`src/rtl/mmio_router.sv`:
```
// Single-outstanding data-side bus router: decodes RAM / ACLINT / unmapped and returns one response
// per accepted request. Optional fault reporting is enabled by defining MMIO_ROUTER_FAULT_EN.
module mmio_router #(
  parameter logic [63:0] ACLINT_BASE = 64'h0000_0000_0200_0000,
  parameter logic [63:0] ACLINT_SIZE = 64'h0000_0000_0001_0000,
  parameter logic [63:0] RAM_BASE    = 64'h0000_0000_8000_0000,
  parameter logic [63:0] RAM_SIZE    = 64'h0000_0000_1000_0000
) (
  input  logic        clk,
  input  logic        rst,

  input  logic        up_valid,
  output logic        up_ready,
  input  logic [63:0] up_addr,
  input  logic        up_wen,
  input  logic [63:0] up_wdata,
  input  logic [7:0]  up_wmask,
  output logic        up_rvalid,
  output logic [63:0] up_rdata,

  output logic        ram_valid,
  input  logic        ram_ready,
  output logic [63:0] ram_addr,
  output logic        ram_wen,
  output logic [63:0] ram_wdata,
  output logic [7:0]  ram_wmask,
  input  logic        ram_rvalid,
  input  logic [63:0] ram_rdata,

  output logic        acl_valid,
  input  logic        acl_ready,
  output logic [63:0] acl_addr,
  output logic        acl_wen,
  output logic [63:0] acl_wdata,
  output logic [7:0]  acl_wmask,
  input  logic        acl_rvalid,
  input  logic [63:0] acl_rdata,

  output logic        fault,
  output logic [63:0] fault_addr
);

  typedef enum logic [1:0] {StIdle, StIssue, StResp} state_e;
  typedef enum logic [1:0] {TgtRam, TgtAcl, TgtNone} tgt_e;

  state_e      state_q, state_d;
  tgt_e        tgt_q, dec_tgt;
  logic [63:0] addr_q;
  logic        wen_q;
  logic [63:0] wdata_q;
  logic [7:0]  wmask_q;
  logic        accept;

  // ACLINT is checked first so it wins if the regions overlap.
  always_comb begin
    dec_tgt = TgtNone;
    if ((up_addr & ~(ACLINT_SIZE - 64'd1)) == ACLINT_BASE) begin
      dec_tgt = TgtAcl;
    end else if ((up_addr & ~(RAM_SIZE - 64'd1)) == RAM_BASE) begin
      dec_tgt = TgtRam;
    end
  end

  assign up_ready = (state_q == StIdle);
  assign accept   = up_valid & up_ready;

  always_ff @(posedge clk or posedge rst) begin
    if (rst) begin
      state_q <= StIdle;
      tgt_q   <= TgtNone;
      addr_q  <= 64'd0;
      wen_q   <= 1'b0;
      wdata_q <= 64'd0;
      wmask_q <= 8'd0;
    end else begin
      state_q <= state_d;
      if (accept) begin
        tgt_q   <= dec_tgt;
        addr_q  <= up_addr;
        wen_q   <= up_wen;
        wdata_q <= up_wdata;
        wmask_q <= up_wmask;
      end
    end
  end

  always_comb begin
    state_d   = state_q;
    ram_valid = 1'b0;
    acl_valid = 1'b0;
    up_rvalid = 1'b0;
    up_rdata  = 64'd0;
    unique case (state_q)
      StIdle: begin
        if (accept) state_d = StIssue;
      end
      StIssue: begin
        unique case (tgt_q)
          TgtRam: begin
            ram_valid = 1'b1;
            if (ram_ready) state_d = StResp;
          end
          TgtAcl: begin
            acl_valid = 1'b1;
            if (acl_ready) state_d = StResp;
          end
          default: state_d = StResp;
        endcase
      end
      StResp: begin
        // Only the selected target's rvalid is honoured; others are dropped.
        unique case (tgt_q)
          TgtRam: begin
            if (ram_rvalid) begin
              up_rvalid = 1'b1;
              up_rdata  = ram_rdata;
              state_d   = StIdle;
            end
          end
          TgtAcl: begin
            if (acl_rvalid) begin
              up_rvalid = 1'b1;
              up_rdata  = acl_rdata;
              state_d   = StIdle;
            end
          end
          default: begin
            up_rvalid = 1'b1;
            state_d   = StIdle;
          end
        endcase
      end
      default: state_d = StIdle;
    endcase
  end

  assign ram_addr  = addr_q;
  assign ram_wen   = wen_q;
  assign ram_wdata = wdata_q;
  assign ram_wmask = wmask_q;
  assign acl_addr  = addr_q;
  assign acl_wen   = wen_q;
  assign acl_wdata = wdata_q;
  assign acl_wmask = wmask_q;

`ifdef MMIO_ROUTER_FAULT_EN
  logic [63:0] fault_addr_q;

  always_ff @(posedge clk or posedge rst) begin
    if (rst) begin
      fault_addr_q <= 64'd0;
    end else if (accept && (dec_tgt == TgtNone)) begin
      fault_addr_q <= up_addr;
    end
  end

  // Unmapped ISSUE lasts exactly one cycle, giving a single-cycle pulse.
  assign fault      = (state_q == StIssue) && (tgt_q == TgtNone);
  assign fault_addr = fault_addr_q;
`else
  assign fault      = 1'b0;
  assign fault_addr = 64'd0;
`endif

endmodule

```
`config.mk`:
```
export PLATFORM = sky130hd
export DESIGN_NAME = mmio_router
export DESIGN_NICKNAME = d
export VERILOG_FILES = /design/src/rtl/mmio_router.sv
export SDC_FILE = /design/constraint.sdc
export NUM_CORES = 1
export LEC_CHECK = 0
export CAP_MARGIN = 30
export CORE_AREA = 2 2 262 264
export CTS_BUF_LIST = sky130_fd_sc_hd__clkbuf_16
export CTS_CLUSTER_SIZE = 24
export DETAILED_ROUTE_END_ITERATION = 8
export DIE_AREA = 0 0 264 266
export HOLD_SLACK_MARGIN = 0.02
export MAX_ROUTING_LAYER = met4
export SYNTH_ARGS = -nofsm -noshare
export SYNTH_HDL_FRONTEND = slang
export SYNTH_SLANG_ARGS = --single-unit
export TNS_END_PERCENT = 1
```
`constraint.sdc`:
```
create_clock -name clk -period 5.1 [get_ports clk]
set_input_delay 0.51 -clock clk [delete_from_list [all_inputs] [get_ports clk]]
set_output_delay 0.51 -clock clk [all_outputs]
set_load 0.1 [all_outputs]
```
==> results of run 1 <==
-- registers in the layout, indices dropped and copies added (netlist names) --
register / count
state_q: 2
tgt_q: 2
acl_wdata: 64
acl_wen: 1
acl_addr: 64
acl_wmask: 8
-- metal layers --
metal  vias up  track usage, %  wire length (um)
li1       3747               -                 -
met1      3805            13.7             17500
met2       432            21.1             22000
met3        43            4.70              3890
met4         0            3.53               822
met5         -               -                 0
-- through the flow --
| stage | worst slack [ps] | util [%] |
|---|---|---|
| CTS | 1700 | 21.2 |
| global route | 1680 | 21.2 |
| floorplan | 810 | - |
| finish | 1810 | 21.2 |
| detailed placement | 1810 | 20.3 |
| global placement | 1660 | 19.9 |
-- where the power goes --
part           internal [mW]  switching [mW]  leakage, nW  total (mW)
sequential              1.42           0.341         1.74        1.76
combinational           1.38            5.37         4.13        6.75
clock                  0.726           0.575        0.284        1.30
-- cells in the mapped netlist, types with 2 or more instances --
cell type,number,area share (%)
dfrtp_1,140,45
buf_6,6,0.86
a22oi_1,64,6.1
nor3_1,3,0.19
nor3b_1,3,0.29
a22o_1,2,0.22
nand2_1,414,20
buf_2,42,2.7
nor2_1,67,3.2
clkbuf_1,2,0.096
nor4_1,11,0.88
buf_4,203,19
nand3_1,2,0.13
nand2b_1,2,0.16
inv_1,3,0.14
-- path summary, 6_finish.rpt --
path	start	to	slack, ps	depth (start not counted)
hold reg to reg	acl_wmask[0]	acl_wmask[0]	500	2
setup reg to reg	state_q[0]	tgt_q[1]	3140	5
min in group clk	acl_wmask[0]	acl_wmask[0]	500	2
hold / removal	rst	acl_wmask[4]	500	2
max in group asynchronous	rst	acl_wdata[55]	3720	3
setup / recovery	state_q[1]	up_rdata[62]	1810	4
-- worst max-delay path: stages (launching register included) --
cell and delay [ps]:
dfrtp_1 560, or3b_2 760, buf_4 360, nor2_1 240, buf_4 340
-- logic make-up (layout without fill, tap and decap cells) --
group	count (synthesis)	in the layout	share of synthesized area, %
AO/OA/AOI/OAI	70	70	6.64
buffers and inverters	256	666	23.2
flip-flops	141	141	44.9
other	1	72	0.0478
AND/OR/NAND/NOR	507	507	25.2
-- final cells by class --
| type | instances | area share, % |
|---|---|---|
| repair buffers | 631 | 44.2 |
| flip-flops and latches | 141 | 24.6 |
| multi-input cells | 642 | 19.2 |
| well taps | 882 | 7.69 |
| clock buffers | 17 | 2.96 |
| clock inverters | 15 | 1.12 |
| diodes | 7 | 0.122 |
| inverters | 3 | 0.113 |
==> results.ini, run 1 <==
[clocking]
ctsLongestPathBuffers = 2
hold_buffers = 0
clock_latency_ps = 470
cts.sinks = 141
cts_setup_buffers = 0
clk_pin_slew_ps = 70
cts_resized = 0
cts_tree = built
clockRootBuffer = clkbuf_16
cts_buffers = 17
htree_levels = 4

[sta]
setup_viol = 0
drv_slew = 0
relSlewSlack_pct = 30.4
tightest_slew_ps = 1040
post-route-min-period_ps = 3290
period_share_pct = 64.5
fin_skew_ps = 12.3
holdWs_ps = 504
fmax_mhz = 304
fin_tns_setup_ps = 0
hold_violations = 0
rsz0062_at_grt = false

[job]
maxCapViolations = 0

[place]
gp_congestion = 0.805
place_area_mm2 = 0.0138
io_buffer_count = 613
placedCellCount = 2299
hpwl_mm = 35.9

[min_path]
hold_class = input pin to async pin

[final_layout]
final_nets = 1708
n_fill_cell = 7506
seq_area_mm2 = 0.00353
layout_commonest_cell = clkdlybuf4s50_1
layoutNonFillerInstCount = 2338
drive_gt1_share_pct = 8.35
multi_input_area_mm2 = 0.00276
final_area_mm2 = 0.0144
area_growth_pct = 82.8
final_cell_mix = clkdlybuf4s50_1, nand2_1, dfrtp_1, buf_4, nor2_1

[drt]
drtAntennaViolNets = 0
routed_wirelength_mm = 44.2
drt_pass1_iterations = 4
wire_per_inst_um = 18.9
viasPerCell = 3.43
drc = 0
via_count = 8027
drt_first_iter_violations = 442

[setup_path]
critPathLaunchType = register
crit_fanout = 38
path_class = register to primary output
worstPathRequired_ps = 4590
endpoint_kind = primary output
worstPathArrival_ps = 2780

[power_and_ir_drop]
ir_drop_v = 0.000422
p_total_mw = 9.81
power_density_mw_per_mm2 = 683
p_leak_nw = 6.15

[die]
core-area_mm2 = 0.0677
dieArea_mm2 = 0.0702
initial_core_util_pct = 11.6
ios = 679
rows = 96
die_h_um = 266
die_w_um = 264

[global_routing]
grt_pass1_wl_mm = 59.7
grt-ovfl-total = 0
grt_max_degree = 87
grtUsageTotal_pct = 12.5
antenna_found_initial = 9
first_global_vias = 7846

[logic_synthesis]
yosysSeqAreaShare_pct = 44.9
synth_top_flop_cell = dfrtp_1
synth-seq-cells = 141
synth_warnings = 0
avgSynthCellArea_um2 = 8.05
synth_edf_count = 0
synthCells = 975
syn_area_mm2 = 0.00785
synth_cell_type_count = 26
async_flop_share_pct = 100

[status]
run_status = complete, no violations

Power figures use the tool's default switching activity.
==> inputs of run 2 (changes only) <==
- clock period: 5.1 -> 3.05 ns (I/O delays scaled with it)
==> run 2 against run 1 <==
Compared with the run above: routed wire length grew 3.9%; register-to-register slack worse by 1700 ps; worst setup slack worse by 1500 ps.
==> results.ini, run 2 (synthesis results as in run 1) <==
[die]
rows = 96
core-area_mm2 = 0.0677
ios = 679
initial_core_util_pct = 11.6
die_w_um = 264
die_h_um = 266
dieArea_mm2 = 0.0702

[clocking]
cts.sinks = 141
cts_resized = 0
ctsLongestPathBuffers = 2
cts_tree = built
clockRootBuffer = clkbuf_16
cts_setup_buffers = 0
htree_levels = 4
hold_buffers = 0
cts_buffers = 17
clock_latency_ps = 470
clk_pin_slew_ps = 60

[drt]
drt_pass1_iterations = 5
routed_wirelength_mm = 45.9
wire_per_inst_um = 19.6
drc = 0
drt_first_iter_violations = 411
drtAntennaViolNets = 0
via_count = 8066
viasPerCell = 3.45

[sta]
fin_skew_ps = 19.1
tightest_slew_ps = 985
post-route-min-period_ps = 2750
drv_slew = 0
rsz0062_at_grt = false
fin_tns_setup_ps = 0
worst_slack_ps = 295
relSlewSlack_pct = 34.1
fmax_mhz = 363
hold_violations = 0
period_share_pct = 90.3
setup_viol = 0
holdWs_ps = 185

[final_layout]
drive_gt1_share_pct = 19.8
final_cell_mix = nand2_1, clkdlybuf4s50_1, buf_4, dfrtp_1, buf_12
layout_commonest_cell = nand2_1
multi_input_area_mm2 = 0.00276
n_fill_cell = 7464
final_nets = 1707
seq_area_mm2 = 0.00353
area_growth_pct = 85.8

[power_and_ir_drop]
p_leak_nw = 6.46
ir_drop_v = 0.000749
power_density_mw_per_mm2 = 1100
p_total_mw = 16.0

[setup_path]
cp_slowest_cell = dfstp_2
rr_worst_depth = 5
critPathLaunchType = register
worstPathRequired_ps = 2740
path_class = register to primary output
worstPathArrival_ps = 2450
slowest_delay_ps = 670
endpoint_kind = primary output
cp-startpoint = tgt_q[1]
r2r-start = state_q[0]
path_cells = and3b_2, buf_4, a22oi_1, nor2_1, buf_12
crit_fanout = 25
r2r_setup_slack_ps = 1430

[place]
hpwl_mm = 37.8
gp_congestion = 0.851
io_buffer_count = 613
post-place-ws_ps = 627

[global_routing]
grt_pass1_wl_mm = 61.5
antenna_found_initial = 10
grt-ovfl-total = 0
first_global_vias = 7843
grtUsageTotal_pct = 13.0
grt_max_degree = 74

[min_path]
hold_class = input pin to async pin

[job]
maxCapViolations = 0

[status]
run_status = complete, no violations

[run 2: changes by cell type in the layout (fill, tap and decap cells not counted)]
cell / previous run / this run
buf_12: 4 / 72
buf_16: 9 / 0
buf_4: 70 / 177
clkdlybuf4s50_1: 548 / 381
clkinv_1: 1 / 0
clkinvlp_4: 2 / 5
diode_2: 7 / 8
inv_1: 2 / 3
inv_6: 5 / 2
inv_8: 1 / 0
[run 2: layout make-up]
class	instances	area share, %
Timing Repair Buffer	630	45.1
Sequential cell	141	24.2
Multi-Input combinational cell	642	18.9
Tap cell	882	7.57
Clock buffer	17	2.92
Clock inverter	14	1.01
Antenna cell	8	0.137
Inverter	3	0.103
[run 2: metal layers]
layer | GRT usage, % | share of wire [%] | vias to the layer above
met2 | 21.7 | 49 | 441
li1 | - | - | 3733
met5 | - | 0 | -
met3 | 4.37 | 8.4 | 48
met1 | 13.9 | 39 | 3844
met4 | 5.71 | 3.2 | 0
[run 2: worst max-delay path, delay by kind of cell (launching register included)]
family	cells	cell delay [ps]
compound gates	1	480
simple gates	2	400
buf+inv	2	420
flops	1	670
[run 2: final timing paths]
path                                       to
worst max-delay path             up_rdata[58]
worst min-delay path             acl_wdata[1]
max in group asynchronous            tgt_q[1]
min in group clk                 acl_addr[11]
worst min register to register  acl_wdata[14]
worst max register to register   acl_addr[52]
[run 2: per-stage QoR]
step	instances	area, um^2	util (%)
after global routing	2336	14600	21.5
after detailed placement	2298	14000	20.7
final	2337	14600	21.5
after global placement	2298	14000	20.7
after floorplan	1039	8100	-
after CTS	2329	14600	21.5
[run 2: power breakdown]
part           switching, mW  internal, mW  total (mW)
registers              0.567          2.37        2.94
logic                   8.96          1.95        10.9
clock network          0.941          1.20        2.14
==> inputs of run 3 (changes only) <==
- clock period: 3.05 -> 2.94 ns (I/O delays scaled with it)
==> run 3 against run 2 <==
Compared with the run above: critical path depth unchanged; largest power group unchanged; hold slack improved by 140 ps; routed wire length fell by 0.10%; count of clock-buffer cells in the layout stayed put; non-clock buffer count is 13 higher.
==> results.ini, run 3 (synthesis results as in run 1) <==
[status]
run_status = complete, no violations

[clocking]
clock_latency_ps = 480
hold_buffers = 0
clockRootBuffer = clkbuf_16
cts_setup_buffers = 0
cts_buffers = 17
cts_tree = built
clk_pin_slew_ps = 70
ctsLongestPathBuffers = 2
cts_resized = 6
htree_levels = 4
cts.sinks = 141

[sta]
fin_tns_setup_ps = 0
period_share_pct = 94.2
tightest_slew_ps = 807
drv_slew = 0
hold_violations = 0
rsz0062_at_grt = false
worst_slack_ps = 171
relSlewSlack_pct = 46.1
setup_viol = 0
fmax_mhz = 361
fin_skew_ps = 18.1
post-route-min-period_ps = 2770

[place]
io_buffer_count = 613
post-place-ws_ps = 360
gp_congestion = 0.834
hpwl_mm = 38.1
placedCellCount = 2311

[setup_path]
cp-startpoint = tgt_q[1]
path_class = register to primary output
rr_worst_depth = 5
endpoint_kind = primary output
worstPathRequired_ps = 2650
regToRegEndpoint = acl_wdata[10]
critPathLaunchType = register
crit_path_end = up_rdata[50]
crit_fanout = 39
r2r_setup_slack_ps = 1080
worstPathArrival_ps = 2480
r2r-start = state_q[0]

[final_layout]
final_cell_mix = nand2_1, buf_4, clkdlybuf4s50_1, dfrtp_1, buf_12
drive_gt1_share_pct = 28.5
layout_commonest_cell = nand2_1
area_growth_pct = 84.1
layoutNonFillerInstCount = 2352
final_core_util_pct = 21.3
final_nets = 1720

[drt]
viasPerCell = 3.40
drc = 0
via_count = 8005
drtAntennaViolNets = 0
drt_first_iter_violations = 395
wire_per_inst_um = 19.5
routed_wirelength_mm = 45.8
drt_pass1_iterations = 4

[power_and_ir_drop]
power.switching_mw = 10.9
power_density_mw_per_mm2 = 1140
pwr-share-seq_pct = 18.5
share_comb_of_total_power_pct = 67.7
switching_share_pct = 66.0
p_total_mw = 16.5
ir_drop_v = 0.000853
internal_power_mw = 5.61
p_leak_nw = 6.66
p_clk_share_pct = 13.8

[die]
die_h_um = 266
core-area_mm2 = 0.0677
die_w_um = 264
initial_core_util_pct = 11.6
ios = 679
rows = 96
dieArea_mm2 = 0.0702

[min_path]
hold_class = input pin to async pin

[job]
maxCapViolations = 0

[global_routing]
grtUsageTotal_pct = 13.1
first_global_vias = 7808
antenna_found_initial = 10
grt-ovfl-total = 0
grt_max_degree = 75
grt_pass1_wl_mm = 61.5

[run 3: critical path: stages, from the launching register on]
cell and delay [ps]:
dfstp_2 650, and3b_2 270, buf_12 190, a22oi_1 510
nor2_1 170, buf_12 210
[run 3: worst min-delay path by stage]
stage,slack (ps),to,depth (start not counted),start
global route,300,acl_wdata[46],3,up_wdata[46]
global placement,490,acl_addr[42],2,acl_addr[42]
CTS,280,acl_wdata[46],3,up_wdata[46]
finish,320,acl_addr[2],2,rst
floorplan,400,acl_addr[0],2,up_addr[0]
detailed placement,490,acl_addr[4],2,acl_addr[4]
[run 3: area by class of cell]
type / count / area [um^2]
fill: 7509 / 53300
timing repair buffer: 643 / 6410
sequential: 141 / 3530
multi-input combinational: 642 / 2790
tap: 882 / 1100
clock buffer: 17 / 425
clock inverter: 15 / 163
antenna: 9 / 22.5
inverter: 3 / 15.0
[run 3: power by group through the flow]
stage,clock [mW],combinational [mW],sequential (mW)
2_1_floorplan,0,5.78,6.67
3_3_place_gp,0,11.2,3.09
3_5_place_dp,0,11.2,3.08
4_1_cts,2.40,11.2,3.07
5_1_grt,2.48,11.4,3.13
6_report,2.27,11.2,3.05
[run 3: metal layers]
| layer | share of wire [%] | track usage [%] |
|---|---|---|
| met1 | 39 | 14.5 |
| met2 | 50 | 22.1 |
| met3 | 8.4 | 4.57 |
| met4 | 2.1 | 3.98 |
| met5 | 0 | - |
[run 3: per-stage QoR]
stage / instance area [um^2] / hold WS (ps)
2_1_floorplan: 8100 / 399
3_3_place_gp: 13800 / 491
3_5_place_dp: 13800 / 495
4_1_cts: 14400 / 277
5_1_grt: 14500 / 299
6_report: 14500 / 320
